### config.mk
export PLATFORM = sky130hd
export DESIGN_NAME = dcache_req_arbiter
export DESIGN_NICKNAME = d
export VERILOG_FILES = /design/src/rtl/dcache_req_arbiter.sv
export SDC_FILE = /design/constraint.sdc
export NUM_CORES = 1
export LEC_CHECK = 0
export BUFFER_PORTS_ARGS = -buffer_cell sky130_fd_sc_hd__buf_2
export CORE_AREA = 2 2 147 149
export CTS_CLUSTER_DIAMETER = 40
export DETAILED_ROUTE_END_ITERATION = 6
export DIE_AREA = 0 0 149 151
export PLACE_DENSITY = 0.57
export SYNTH_ARGS = -nofsm -noshare
export SYNTH_HDL_FRONTEND = slang
export SYNTH_SLANG_ARGS = --single-unit
### constraint.sdc
create_clock -name clk_i -period 4.98 [get_ports clk_i]
set_input_delay 0.996 -clock clk_i [delete_from_list [all_inputs] [get_ports clk_i]]
set_output_delay 0.996 -clock clk_i [all_outputs]
set_load 0.01 [all_outputs]
### src/rtl/dcache_req_arbiter.sv
// dcache_req_arbiter: arbitrates PTW/load/store ports onto one data-cache controller, one transaction in flight.
// Define DCACHE_ARB_ROUND_ROBIN_EN for round-robin arbitration; fixed priority (lowest index) otherwise.
module dcache_req_arbiter #(
   parameter int NUM_PORTS  = 3,
   parameter int ADDR_WIDTH = 34
) (
   input  logic                            clk_i,
   input  logic                            rst_ni,
   input  logic [NUM_PORTS-1:0]            req_i,
   output logic [NUM_PORTS-1:0]            gnt_o,
   input  logic [NUM_PORTS-1:0]            we_i,
   input  logic [NUM_PORTS*ADDR_WIDTH-1:0] addr_i,
   input  logic [NUM_PORTS*32-1:0]         wdata_i,
   input  logic [NUM_PORTS*4-1:0]          be_i,
   input  logic [NUM_PORTS*2-1:0]          size_i,
   input  logic [NUM_PORTS-1:0]            kill_i,
   output logic [NUM_PORTS-1:0]            rvalid_o,
   output logic [31:0]                     rdata_o,
   output logic                            cache_req_o,
   input  logic                            cache_gnt_i,
   output logic [ADDR_WIDTH-1:0]           cache_addr_o,
   output logic                            cache_we_o,
   output logic [31:0]                     cache_wdata_o,
   output logic [3:0]                      cache_be_o,
   output logic [1:0]                      cache_size_o,
   output logic [1:0]                      cache_port_o,
   input  logic                            cache_done_i,
   input  logic [31:0]                     cache_rdata_i
);
   localparam int PW = (NUM_PORTS > 1) ? $clog2(NUM_PORTS) : 1;

   typedef enum logic [1:0] {S_IDLE, S_ISSUE, S_WAIT} state_t;

   state_t                r_state, w_next;
   logic [PW-1:0]         w_win, r_port;
   logic                  w_any, w_grant, w_kill, w_done;
   logic                  r_we, r_killed;
   logic [ADDR_WIDTH-1:0] r_addr;
   logic [31:0]           r_wdata;
   logic [3:0]            r_be;
   logic [1:0]            r_size;

`ifdef DCACHE_ARB_ROUND_ROBIN_EN
   logic [PW-1:0] r_ptr, w_idx;

   // Descending scan so the port closest to the pointer is the last (winning) assignment.
   always_comb begin
      w_any = 1'b0;
      w_win = '0;
      w_idx = '0;
      for (int k = NUM_PORTS - 1; k >= 0; k--) begin
         w_idx = PW'((int'(r_ptr) + k) % NUM_PORTS);
         if (req_i[w_idx]) begin
            w_any = 1'b1;
            w_win = w_idx;
         end
      end
   end

   always_ff @(posedge clk_i or negedge rst_ni)
      if (!rst_ni) r_ptr <= '0;
      else if (w_grant) r_ptr <= (int'(w_win) == NUM_PORTS - 1) ? '0 : w_win + 1'b1;
`else
   always_comb begin
      w_any = 1'b0;
      w_win = '0;
      for (int k = NUM_PORTS - 1; k >= 0; k--) begin
         if (req_i[k]) begin
            w_any = 1'b1;
            w_win = PW'(k);
         end
      end
   end
`endif

   always_ff @(posedge clk_i or negedge rst_ni)
      if (!rst_ni) r_state <= S_IDLE;
      else r_state <= w_next;

   always_comb begin
      w_next = r_state;
      unique case (r_state)
         S_IDLE:  w_next = w_any ? S_ISSUE : S_IDLE;
         S_ISSUE: w_next = cache_gnt_i ? S_WAIT : (w_kill ? S_IDLE : S_ISSUE);
         S_WAIT:  w_next = cache_done_i ? S_IDLE : S_WAIT;
         default: w_next = S_IDLE;
      endcase
   end

   // Grant is gated by reset so requesters never see a grant while the arbiter is held.
   always_comb begin
      w_kill      = kill_i[r_port];
      w_grant     = rst_ni && r_state == S_IDLE && w_any;
      w_done      = r_state == S_WAIT && cache_done_i && !r_killed && !w_kill;
      gnt_o       = '0;
      gnt_o[w_win] = w_grant;
      rvalid_o    = '0;
      rvalid_o[r_port] = w_done;
      rdata_o     = (w_done && !r_we) ? cache_rdata_i : 32'd0;
      cache_req_o = r_state == S_ISSUE;
   end

   always_ff @(posedge clk_i or negedge rst_ni)
      if (!rst_ni) begin
         r_port   <= '0;
         r_we     <= 1'b0;
         r_addr   <= '0;
         r_wdata  <= '0;
         r_be     <= '0;
         r_size   <= '0;
         r_killed <= 1'b0;
      end else if (w_grant) begin
         r_port   <= w_win;
         r_we     <= we_i[w_win];
         r_addr   <= addr_i[w_win*ADDR_WIDTH +: ADDR_WIDTH];
         r_wdata  <= wdata_i[w_win*32 +: 32];
         r_be     <= be_i[w_win*4 +: 4];
         r_size   <= size_i[w_win*2 +: 2];
         r_killed <= 1'b0;
      end else if (w_kill && (r_state == S_WAIT || (r_state == S_ISSUE && cache_gnt_i))) begin
         r_killed <= 1'b1;
      end

   assign cache_addr_o  = r_addr;
   assign cache_we_o    = r_we;
   assign cache_wdata_o = r_wdata;
   assign cache_be_o    = r_be;
   assign cache_size_o  = r_size;
   assign cache_port_o  = 2'(r_port);
endmodule
==> impl_metrics.prom <==
# TYPE chip_impl_metric gauge
chip_impl_metric{name="final.min_clock_period",unit="ns"} 3.43
chip_impl_metric{name="grt_pass1_wl",unit="mm"} 32.9
chip_impl_metric{name="finalNetCount",unit=""} 1266
chip_impl_metric{name="via_count_of_the_first_global_routing_pass",unit=""} 6195
chip_impl_metric{name="grtUsageTotal",unit="%"} 18.4
chip_impl_metric{name="synth_edf_count",unit=""} 0
chip_impl_metric{name="clock-skew-final",unit="ns"} 0.00737
chip_impl_metric{name="floorplan.die.height",unit="um"} 151
chip_impl_metric{name="finalHoldViolCount",unit=""} 0
chip_impl_metric{name="worst_pin_slew",unit="ns"} 1.13
chip_impl_info{name="cts.root.buffer_cell",value="clkbuf_16"} 1
chip_impl_info{name="yosysTopAreaCell",value="dfrtp_1"} 1
chip_impl_metric{name="fmax",unit="MHz"} 291
chip_impl_info{name="cts_tree",value="done"} 1
chip_impl_info{name="rsz_0062_raised_after_global_routing",value="false"} 1
chip_impl_info{name="hold_path_class",value="flop to flop"} 1
chip_impl_metric{name="cts-resized-gates",unit=""} 0
chip_impl_metric{name="drc",unit=""} 0
chip_impl_metric{name="synth_top_area_share",unit="%"} 35.0
chip_impl_metric{name="viasPerCell",unit=""} 4.79
chip_impl_metric{name="number_of_buffers_added_to_fix_hold_violations_after_cts",unit=""} 0
chip_impl_metric{name="syn2layout_area_growth",unit="%"} 40.2
chip_impl_metric{name="fin_worst_hold_slack",unit="ns"} 0.508
chip_impl_metric{name="power_leakage",unit="nW"} 3.80
chip_impl_info{name="outcome",value="finished clean"} 1
chip_impl_metric{name="worst-endpoint-arrival",unit="ns"} 2.44
chip_impl_info{name="worstPathCellList",value="buf_4 > or3b_4 > or2_4 > nor2_1 > buf_2"} 1
chip_impl_metric{name="critical_path.max_fanout",unit=""} 77
chip_impl_metric{name="power.ir.vdd_worst",unit="mV"} 0.175
chip_impl_metric{name="fp.coreArea",unit="sq mm"} 0.0208
chip_impl_info{name="worst_setup_path_end_kind",value="primary output"} 1
chip_impl_metric{name="syn_avg_cell_area",unit="sq um"} 8.11
chip_impl_metric{name="timing_max_transition_violations_final",unit=""} 0
chip_impl_metric{name="global_route.usage.met1",unit="%"} 22.8
chip_impl_metric{name="fin_crit_sh",unit="%"} 68.9
chip_impl_metric{name="p_total",unit="mW"} 3.22
chip_impl_metric{name="ctsLongestPathBuffers",unit=""} 2
chip_impl_metric{name="seq_area_frac_synth",unit="%"} 35.0
chip_impl_metric{name="final_cell_area",unit="sq mm"} 0.00782
chip_impl_metric{name="yosys_warnings",unit=""} 0
chip_impl_info{name="ys_dominant_reg_cell",value="dfrtp_1"} 1
chip_impl_metric{name="ant_nets",unit=""} 0
chip_impl_metric{name="grt-ovfl-total",unit=""} 0
chip_impl_metric{name="die_area",unit="sq mm"} 0.0225
chip_impl_metric{name="clkLatencyLatePin",unit="ns"} 0.34
chip_impl_metric{name="hpwlAfterDp",unit="mm"} 14.9
chip_impl_metric{name="io_buffer_count",unit=""} 374
chip_impl_info{name="worst_setup_path_type",value="input pin to primary output"} 1
chip_impl_metric{name="avgRoutedWirePerCell",unit="um"} 16.6
chip_impl_metric{name="gp_congestion",unit=""} 0.802
chip_impl_metric{name="syn_inst_count",unit=""} 688
chip_impl_info{name="slowest_stage",value="or3b_4"} 1
chip_impl_metric{name="final_layout_size_suffix_gt1_share",unit="%"} 47.9
chip_impl_info{name="post-synth-top-count-cell",value="dfrtp_1"} 1
chip_impl_metric{name="drt_first_iter_violations",unit=""} 274
chip_impl_metric{name="instance_area_after_placement",unit="sq mm"} 0.00755
chip_impl_metric{name="synth.distinct_cells",unit=""} 33
chip_impl_metric{name="dr_total_vias",unit=""} 6159
chip_impl_metric{name="globalRouteMet2Util",unit="%"} 33.0
chip_impl_metric{name="required",unit="ns"} 3.98
chip_impl_metric{name="grt_max_degree",unit=""} 90
chip_impl_metric{name="initial_antenna_violation_count",unit=""} 0
chip_impl_metric{name="start_util",unit="%"} 26.8
chip_impl_metric{name="cap_viol_max_count",unit=""} 0
chip_impl_metric{name="die_outline_width",unit="um"} 149
chip_impl_metric{name="p_per_area",unit="mW/mm^2"} 411
chip_impl_info{name="kind_of_start_point_of_the_critical_path",value="input pin"} 1
chip_impl_metric{name="htreeDepth",unit=""} 3
chip_impl_metric{name="final_core_util",unit="%"} 37.6
chip_impl_metric{name="number_of_i_o_pins",unit=""} 375
chip_impl_metric{name="cts-buffers-inserted",unit=""} 9
chip_impl_metric{name="detail_route.wirelength",unit="mm"} 21.3
chip_impl_metric{name="clkSlewWorstSetupHoldPaths",unit="ns"} 0.06
chip_impl_metric{name="placementRows",unit=""} 53
chip_impl_info{name="post_synth_most_frequent_cells",value="78 x dfrtp_1, 76 x nor2_1, 74 x a21oi_1, 74 x o21ai_0, 73 x nand2b_1"} 1
chip_impl_metric{name="setup_total_negative_slack",unit="ns"} 0
chip_impl_info{name="synth_area_leaders",value="dfrtp_1 35%, or3b_2 8.8%, nand2b_1 8.2%, a21oi_1 6.6%, o21ai_0 6.6%"} 1
chip_impl_metric{name="largest_stage_delay_on_the_critical_path",unit="ns"} 0.68
chip_impl_info{name="peak_usage_layer_in_the_global_routing_report",value="met2"} 1
chip_impl_metric{name="post_synthesis_net_count",unit=""} 949
chip_impl_metric{name="dr.pass1.iters",unit=""} 4
chip_impl_metric{name="ys_seq_elements",unit=""} 78
chip_impl_metric{name="synth_area",unit="sq mm"} 0.00558
chip_impl_metric{name="cts.sink_count",unit=""} 78
chip_impl_metric{name="synthArstFlopShare",unit="%"} 100
chip_impl_metric{name="postCtsSetupRepairBufs",unit=""} 0
chip_impl_metric{name="globalRouteMet3Util",unit="%"} 3.43
chip_impl_metric{name="setup_violations",unit=""} 0
chip_impl_metric{name="maxSlewHeadroom",unit="%"} 24.7
-- area by class of cell --
| cell class | count | area (sq um) |
|---|---|---|
| Clock buffer | 11 | 233 |
| Sequential cell | 78 | 1950 |
| Multi-Input combinational cell | 498 | 3180 |
| Timing Repair Buffer | 382 | 1940 |
| Tap cell | 275 | 344 |
| Antenna cell | 1 | 2.50 |
| Clock inverter | 5 | 36.3 |
| Inverter | 36 | 135 |
| Fill cell | 2246 | 13000 |
-- per-stage QoR --
stage	cells	setup slack [ns]
after floorplan	688	1.83
after global placement	1269	1.59
after detailed placement	1269	1.56
after CTS	1285	1.55
after global routing	1285	1.31
final	1286	1.55
-- layer usage --
metal	vias to the layer above	routed length (um)	share of wire, %
met1	2899	9070	43
met3	19	1150	5.4
met5	-	0	0
met4	0	299	1.4
li1	3056	-	-
met2	185	10800	51
-- state kept, by name, summed over array words and instances, names as in the netlist --
name and count:
cache_addr_o 34, cache_wdata_o 32, cache_be_o 4, cache_port_o 2
cache_size_o 2, r_state 2, cache_we_o 1, r_killed 1
-- final timing paths --
check,from,end,slack (ns),cells past startpoint
worst max-delay path,rst_ni,gnt_o[2],1.55,5
worst min-delay path,cache_size_o[1]$_DFFE_PN0P_,cache_size_o[1]$_DFFE_PN0P_,0.51,2
worst max register to register,r_state[1]$_DFF_PN0_,cache_addr_o[31]$_DFFE_PN0P_,2.31,4
worst min register to register,cache_size_o[1]$_DFFE_PN0P_,cache_size_o[1]$_DFFE_PN0P_,0.51,2
max in group asynchronous,rst_ni,cache_addr_o[10]$_DFFE_PN0P_,3.35,2
min in group asynchronous,rst_ni,cache_wdata_o[9]$_DFFE_PN0P_,0.93,2
-- layout by cell type, fill, tap and decap left out, types with 2 or more instances in the layout --
cell type	Yosys	layout
clkinvlp_4	0	3
or3b_1	17	17
buf_4	0	10
o31ai_1	46	46
o211ai_1	2	2
nand2b_1	73	73
nor4_1	34	34
nor2b_1	3	3
clkbuf_16	0	9
nand2_1	2	2
buf_2	6	372
clkbuf_1	57	2
nor2_1	76	76
o21ai_0	74	74
o31ai_2	27	27
inv_1	36	36
dfrtp_1	78	78
a21oi_1	74	74
or3b_2	56	56
-- cell families after synthesis --
family / count (synthesis) / share of synthesized area, %
simple gates: 269 / 30.1
compound gates: 228 / 26.5
buf+inv: 112 / 8.23
flops: 78 / 35.0
mux: 1 / 0.179
-- worst max-delay path: cells and delay by family --
kind | cells | cell delay (ns)
buffers and inverters | 2 | 0.24
and+or+nand+nor | 3 | 1.18
-- power breakdown --
part | switching [mW] | internal (mW)
Combinational | 0.857 | 0.617
Clock | 0.271 | 0.338
Sequential | 0.192 | 0.942
Note: power is estimated with default switching activity, not from simulation.
